$ cat config.mk
export PLATFORM = sky130hd
export DESIGN_NAME = vrf_wb_ctrl
export DESIGN_NICKNAME = d
export VERILOG_FILES = /design/src/rtl/vrf_wb_ctrl.sv
export SDC_FILE = /design/constraint.sdc
export NUM_CORES = 1
export LEC_CHECK = 0
export ABC_AREA = 1
export ABC_CLOCK_PERIOD_IN_PS = 1130
export CAP_MARGIN = 30
export CORE_ASPECT_RATIO = 0.9
export CORE_MARGIN = 2
export CORE_UTILIZATION = 28
export CTS_BUF_LIST = sky130_fd_sc_hd__clkbuf_16
export DETAILED_ROUTE_END_ITERATION = 12
export PLACE_DENSITY_LB_ADDON = 0.05
export SLEW_MARGIN = 20
export SYNTH_ARGS = -nofsm -noshare
export SYNTH_HDL_FRONTEND = slang
export SYNTH_SLANG_ARGS = --single-unit
$ cat constraint.sdc
create_clock -name clk_i -period 1.13 [get_ports clk_i]
set_input_delay 0.113 -clock clk_i [delete_from_list [all_inputs] [get_ports clk_i]]
set_output_delay 0.113 -clock clk_i [all_outputs]
set_load 0.03 [all_outputs]
$ cat src/rtl/vrf_wb_ctrl.sv
//------------------------------------------------------------------------------
// vrf_wb_ctrl : sequences one vector-register write (req, per-element strobes, ready)
// Revision    : 1.0
//------------------------------------------------------------------------------
`default_nettype none

module vrf_wb_ctrl #(
  parameter int DATA_WIDTH = 32,
  parameter int REG_NUM    = 32,
  parameter int LANES      = 4,
  parameter int ADDR_B     = $clog2(REG_NUM),
  parameter int ELEM_B     = $clog2(LANES)
) (
  input  logic                  clk_i,
  input  logic                  reset_i,
  input  logic                  wb_start_i,
  input  logic [ADDR_B-1:0]     wb_addr_i,
  input  logic [LANES-1:0]      wb_mask_i,
  input  logic                  res_valid_i,
  input  logic [DATA_WIDTH-1:0] res_data_i,
  output logic                  res_ready_o,
  output logic                  wr_req_o,
  output logic                  wr_en_o,
  output logic [ADDR_B-1:0]     wr_addr_o,
  output logic [ELEM_B-1:0]     wr_elem_cnt_o,
  output logic [DATA_WIDTH-1:0] wdata_o,
  output logic                  wr_ready_o,
  output logic                  busy_o,
  output logic                  done_o,
  output logic                  start_err_o
);

  typedef enum logic [1:0] {
    S_IDLE  = 2'd0,
    S_REQ   = 2'd1,
    S_WRITE = 2'd2,
    S_DONE  = 2'd3
  } state_t;

  localparam logic [ELEM_B-1:0] LAST_ELEM = ELEM_B'(LANES - 1);

  state_t              state_q;
  logic [ADDR_B-1:0]   addr_q;
  logic [LANES-1:0]    mask_q;
  logic [ELEM_B-1:0]   cnt_q;
  logic                req_q;
  logic                write_q;
  logic                busy_q;
  logic                done_q;

  logic                beat;
  logic                last_beat;

  // write_q mirrors S_WRITE so the beat strobes only combine a flop with res_valid_i
  assign beat      = write_q & res_valid_i;
  assign last_beat = beat & (cnt_q == LAST_ELEM);

  always_ff @(posedge clk_i) begin
    if (reset_i) begin
      state_q <= S_IDLE;
      addr_q  <= '0;
      mask_q  <= '0;
      cnt_q   <= '0;
      req_q   <= 1'b0;
      write_q <= 1'b0;
      busy_q  <= 1'b0;
      done_q  <= 1'b0;
    end else begin
      case (state_q)
        S_IDLE: begin
          if (wb_start_i) begin
            state_q <= S_REQ;
            addr_q  <= wb_addr_i;
            mask_q  <= wb_mask_i;
            cnt_q   <= '0;
            req_q   <= 1'b1;
            busy_q  <= 1'b1;
          end
          done_q <= 1'b0;
        end
        S_REQ: begin
          state_q <= S_WRITE;
          req_q   <= 1'b0;
          write_q <= 1'b1;
        end
        S_WRITE: begin
          if (last_beat) begin
            state_q <= S_DONE;
            write_q <= 1'b0;
            done_q  <= 1'b1;
          end else if (beat) begin
            cnt_q <= cnt_q + 1'b1;
          end
        end
        S_DONE: begin
          state_q <= S_IDLE;
          busy_q  <= 1'b0;
          done_q  <= 1'b0;
        end
        default: begin
          state_q <= S_IDLE;
          req_q   <= 1'b0;
          write_q <= 1'b0;
          busy_q  <= 1'b0;
          done_q  <= 1'b0;
        end
      endcase
    end
  end

  assign res_ready_o   = write_q;
  assign wr_req_o      = req_q;
  assign wr_en_o       = beat & mask_q[cnt_q];
  assign wr_ready_o    = last_beat;
  assign wr_addr_o     = addr_q;
  assign wr_elem_cnt_o = cnt_q;
  assign wdata_o       = res_data_i;
  assign busy_o        = busy_q;
  assign done_o        = done_q;
  assign start_err_o   = wb_start_i & (state_q != S_IDLE);

endmodule

`default_nettype wire
# After elaboration in Yosys (flattened, before gate mapping)
# Index checks and enable logic that the tools add are counted.
# totals
wordCells	53
output_inout_bits	46
in_bits	45
ff_bits	17
# op_classes
muxes	16
bitwise_logic	4
order_cmp	1
reduce_logical	15
n_eq_ne	8
n_addsub	1
# ops
cell	n
2-bit AND reduction	6
2-bit nonzero test	6
2-bit two-way mux	5
2-bit inequality test, second input constant	4
1-bit case mux with 2 select lines	4
2-bit case mux with 4 select lines	1
2-bit == test, second input constant	3
1-bit bitwise AND	4
1-bit two-way mux	4
2-bit case mux with 2 select lines	1
4-bit AND reduction	1
2-bit by 3-bit less-than comparator with 1-bit output, second input constant	1
2-bit by 1-bit adder with 2-bit output, second input constant	1
1-bit binary-select mux with 2-bit select	1
2-bit by 1-bit == test with 1-bit output, second input constant	1
2-bit logical NOT	1
2-bit OR reduction	1

# Logic depth before layout (Yosys ltp)
# depth
word_depth	4
ltp_mapped	9
mapped_depth_nobuf	9

# Worst setup path before layout
# OpenSTA, ideal clock, no wires.
# synth_timing
path_type	reg-to-output
startpoint	reg cnt_q[0], in the netlist wr_elem_cnt_o[0]
endpoint	out wr_en_o
stages_incl_launch_ff	5
setup_slack_ns	-0.307
path_buffers	0
arrival_ns	1.324
required_ns	1.017
cell_sequence	dfxtp_1 -> nor2_1 -> nor2_1 -> o21ai_0 -> a21oi_1
# synth_between
elab_chain_cells	3
# synth_lines
item	line_no	text
start: declaration	45	logic [ELEM_B-1:0] cnt_q;
start signal: assignment	92	cnt_q <= cnt_q + 1'b1;
1-bit binary-select mux with 2-bit select	113	assign wr_en_o = beat & mask_q[cnt_q];
1-bit two-way mux (implied by the code)	113	
1-bit bitwise AND	113	
end: declaration	23	output logic wr_en_o,
# Every way passes these cells. The select of a mux whose other input is x is not followed.

# Final worst setup path
# layout_timing
startpoint	reg state_q[1]
endpoint	out start_err_o
# layout_between
elab_chain_cells	2
# layout_lines
item	line_no	text
start: declaration	42	state_t state_q;
start signal: assignment	60	state_q <= S_IDLE;
start signal: assignment	72	state_q <= S_REQ;
start signal: assignment	82	state_q <= S_WRITE;
2-bit nonzero test	120	assign start_err_o = wb_start_i & (state_q != S_IDLE);
1-bit bitwise AND	120	
end: declaration	30	output logic start_err_o
# Every way passes these cells.

==> out/qor.txt <==
================================================================================
TritonCTS clock tree                                                        done
Average detailed-routed wire length per instance                         11.9 um
Highest routed metal layer                                                  met4
Deepest clock path buffer count                                                2
Die span in x                                                            67.5 um
Overall Power                                                            3.52 mW
Max Clock Freq                                                         0.798 GHz
Overall track demand over capacity in global routing                       0.117
Power density relative to cell area                                 2400 mW/mm^2
Chip Height                                                              61.2 um
Number of buffers added to fix hold violations after cts                       0
Std-Cell Rows                                                                 20
Root buf cell                                                          clkbuf_16
FF+latch count, synth                                                         17
Final number of setup-violating endpoints                                      8
Slew HR                                                                    0.801
Cell taking the most area after synthesis                                dfxtp_1
Average cell area after synthesis                                      7.43 um^2
Pin count of the biggest net entering global routing                          15
Synth top area share                                                       0.335
Total core area                                                     0.00343 mm^2
Netlist area before placement                                       0.00102 mm^2
Crit path DAT                                                            1.14 ns
Required time worst endpoint                                             1.02 ns
Routed length on met2                                                    1.04 mm
Count of nets left with antenna violations after detail routing                0
Total wire length                                                        2.30 mm
Wire length of the first global-routing pass                             3.58 mm
Kind of start point of the critical path                               flip-flop
Leading cell types by total area after synthesis                    dfxtp_1 33%, buf_4 24%, nor2_1 9.2%
DR vias                                                                      863
Half-perimeter wire length of the detailed placement result              1.65 mm
IO Count                                                                      91
Post-synth cell types                                                         19
Run status                                                          complete, but fails checks
Worst min-delay path category                                             in2out
Worst setup path class                                                   reg2out
Setup repair after global routing missed its margin                         true
Port Buf Inserts                                                              26
Vias per cell                                                               4.45
Routability congestion estimate from global placement                      0.742
Number of antenna violations at the first check in global routing              0
Inserted Diodes                                                                0
Via count of the first global-routing pass                                   778
LEAKAGE                                                                 0.624 nW
Clk Latency, worst-skew pair                                             0.25 ns
Yosys warnings                                                                 0
Violated checks                                                     negative setup slack
Top library cells by usage in the layout, fill and taps aside       20 x buf_4, 15 x nor2_1, 12 x dfxtp_1, 12 x clkdlybuf4s50_1, 9 x nor2_2
Syn Nets                                                                     187
Clock Pin Slew Worst Setup and Hold Paths                                0.05 ns
Count of pins over their slew limit                                            0
Syn Inst Count                                                               137
Number of buffers created by CTS                                               3
Least setup slack across all paths after layout                        -0.123 ns
Routed wl met3                                                            150 um
Fraction of layout instances using a drive strength above 1                0.507
Least-Margin Pin Slew                                                   0.299 ns
First-pass iteration count of the detailed router                              4
Starting utilization of the core area                                      0.297
VDD IR-drop max                                                       0.000983 V
Start point of the critical path                                    state_q[1]$_SDFFE_PP0P_
Post-layout minimum cycle time                                           1.25 ns
Total Negative Setup Slacks                                            -0.529 ns
Wire length on met1                                                      1.06 mm
Number of nets in the finished design                                        201
Maximum fanout along the worst path                                            3
Largest clock skew in the final design                                0.00139 ns
Share of the clock period used by the worst path after layout               1.11
Reg-to-Reg Start                                                    state_q[1]$_SDFFE_PP0P_
Proportion of synthesized chip area in sequential cells                    0.335
Area Growth Syn to Fin                                                     44.2%
Most common cell after layout, fill and taps aside                         buf_4
Remaining routing DRC violations                                               0
Final-layout fill cell count                                                 342
Max Cap Violations                                                             0
Drt initial violations                                                        16
Clock Sinks                                                                   17
Hold Violations, Final                                                         0
H-tree level count                                                             1
Area enclosed by the die boundary                                   0.00413 mm^2
Launch instance of the worst min-delay path                         res_data_i[20]
Sort of element at the end of the critical path                     primary output
Global route total overflow                                                    0
================================================================================
metal layers:
metal / vias up / global-route usage
li1: 431 / -
met1: 380 / 0.155
met2: 38 / 0.165
met3: 14 / 0.0274
met4: 0 / 0.0845
met5: - / 0
final cells by class:
| class | count | area (um^2) | area share |
|---|---|---|---|
| multi-input combinational | 73 | 504 | 0.344 |
| timing repair buffer | 44 | 420 | 0.287 |
| sequential | 17 | 354 | 0.241 |
| clock buffer | 3 | 75.1 | 0.0512 |
| tap | 44 | 55.1 | 0.0375 |
| inverter | 12 | 52.6 | 0.0358 |
| clock inverter | 1 | 5.00 | 0.00341 |
cells by family after synthesis:
| kind of cell | share of synthesized area |
|---|---|
| adders and majority gates | 0.0615 |
| AOI/OAI and AO/OA | 0.129 |
| DFF | 0.335 |
| and+or+nand+nor | 0.175 |
| buffers and inverters | 0.300 |
flip-flops by register name, summed over array words and instances, names as in the netlist:
signal,cells
busy_o,1
done_o,1
mask_q,4
res_ready_o,1
state_q,2
wr_addr_o,5
wr_elem_cnt_o,2
wr_req_o,1
synthesized netlist by cell type (all sizes together):
| cell | instances |
|---|---|
| a21oi | 8 |
| nand3 | 2 |
| dfxtp | 17 |
| o21a | 1 |
| ha | 5 |
| nor3 | 1 |
| o21ai | 16 |
| buf | 35 |
| nor2 | 25 |
| inv | 12 |
| nand4 | 3 |
| nand2 | 12 |
path summary, 6_finish.rpt:
check | end | slack, ns | cells past startpoint
min reg2reg | wr_addr_o[1]$_SDFFE_PP0P_ | 0.49 | 2
max reg2reg | wr_elem_cnt_o[0]$_SDFFE_PP0P_ | -0.08 | 10
min | wdata_o[20] | 0.23 | 0
max | start_err_o | -0.12 | 5
power breakdown:
part | internal [mW] | switching, mW | leakage, nW | total, mW
combinational | 0.902 | 0.978 | 0.440 | 1.88
sequential | 0.791 | 0.139 | 0.143 | 0.930
clock | 0.473 | 0.239 | 0.0409 | 0.712
worst max-delay path: stages (launching register included):
cell and delay, ns:
dfxtp_4 0.36, inv_2 0.05, ha_4 0.17, buf_6 0.12, nor2_4 0.07, buf_6 0.13
per-stage QoR:
step | hold slack, ns | instance area [um^2] | utilization | worst slack [ns] | std cells
6_report | 0.226 | 1470 | 0.428 | -0.123 | 194
4_1_cts | 0.226 | 1370 | 0.399 | -0.114 | 193
5_1_grt | 0.226 | 1470 | 0.428 | -0.169 | 194
2_1_floorplan | 0.172 | 1050 | - | 0.00269 | 137
3_5_place_dp | 0.226 | 1180 | 0.345 | -0.165 | 183
3_3_place_gp | 0.226 | 1180 | 0.345 | -0.114 | 183
repair_timing:
item,4_1_cts,5_1_grt
resized for setup,21,40
pin swaps,10,3
buffers inserted,6,1
setup endpoints to repair,20,20
No activity file was read; power rests on OpenSTA's default activity.
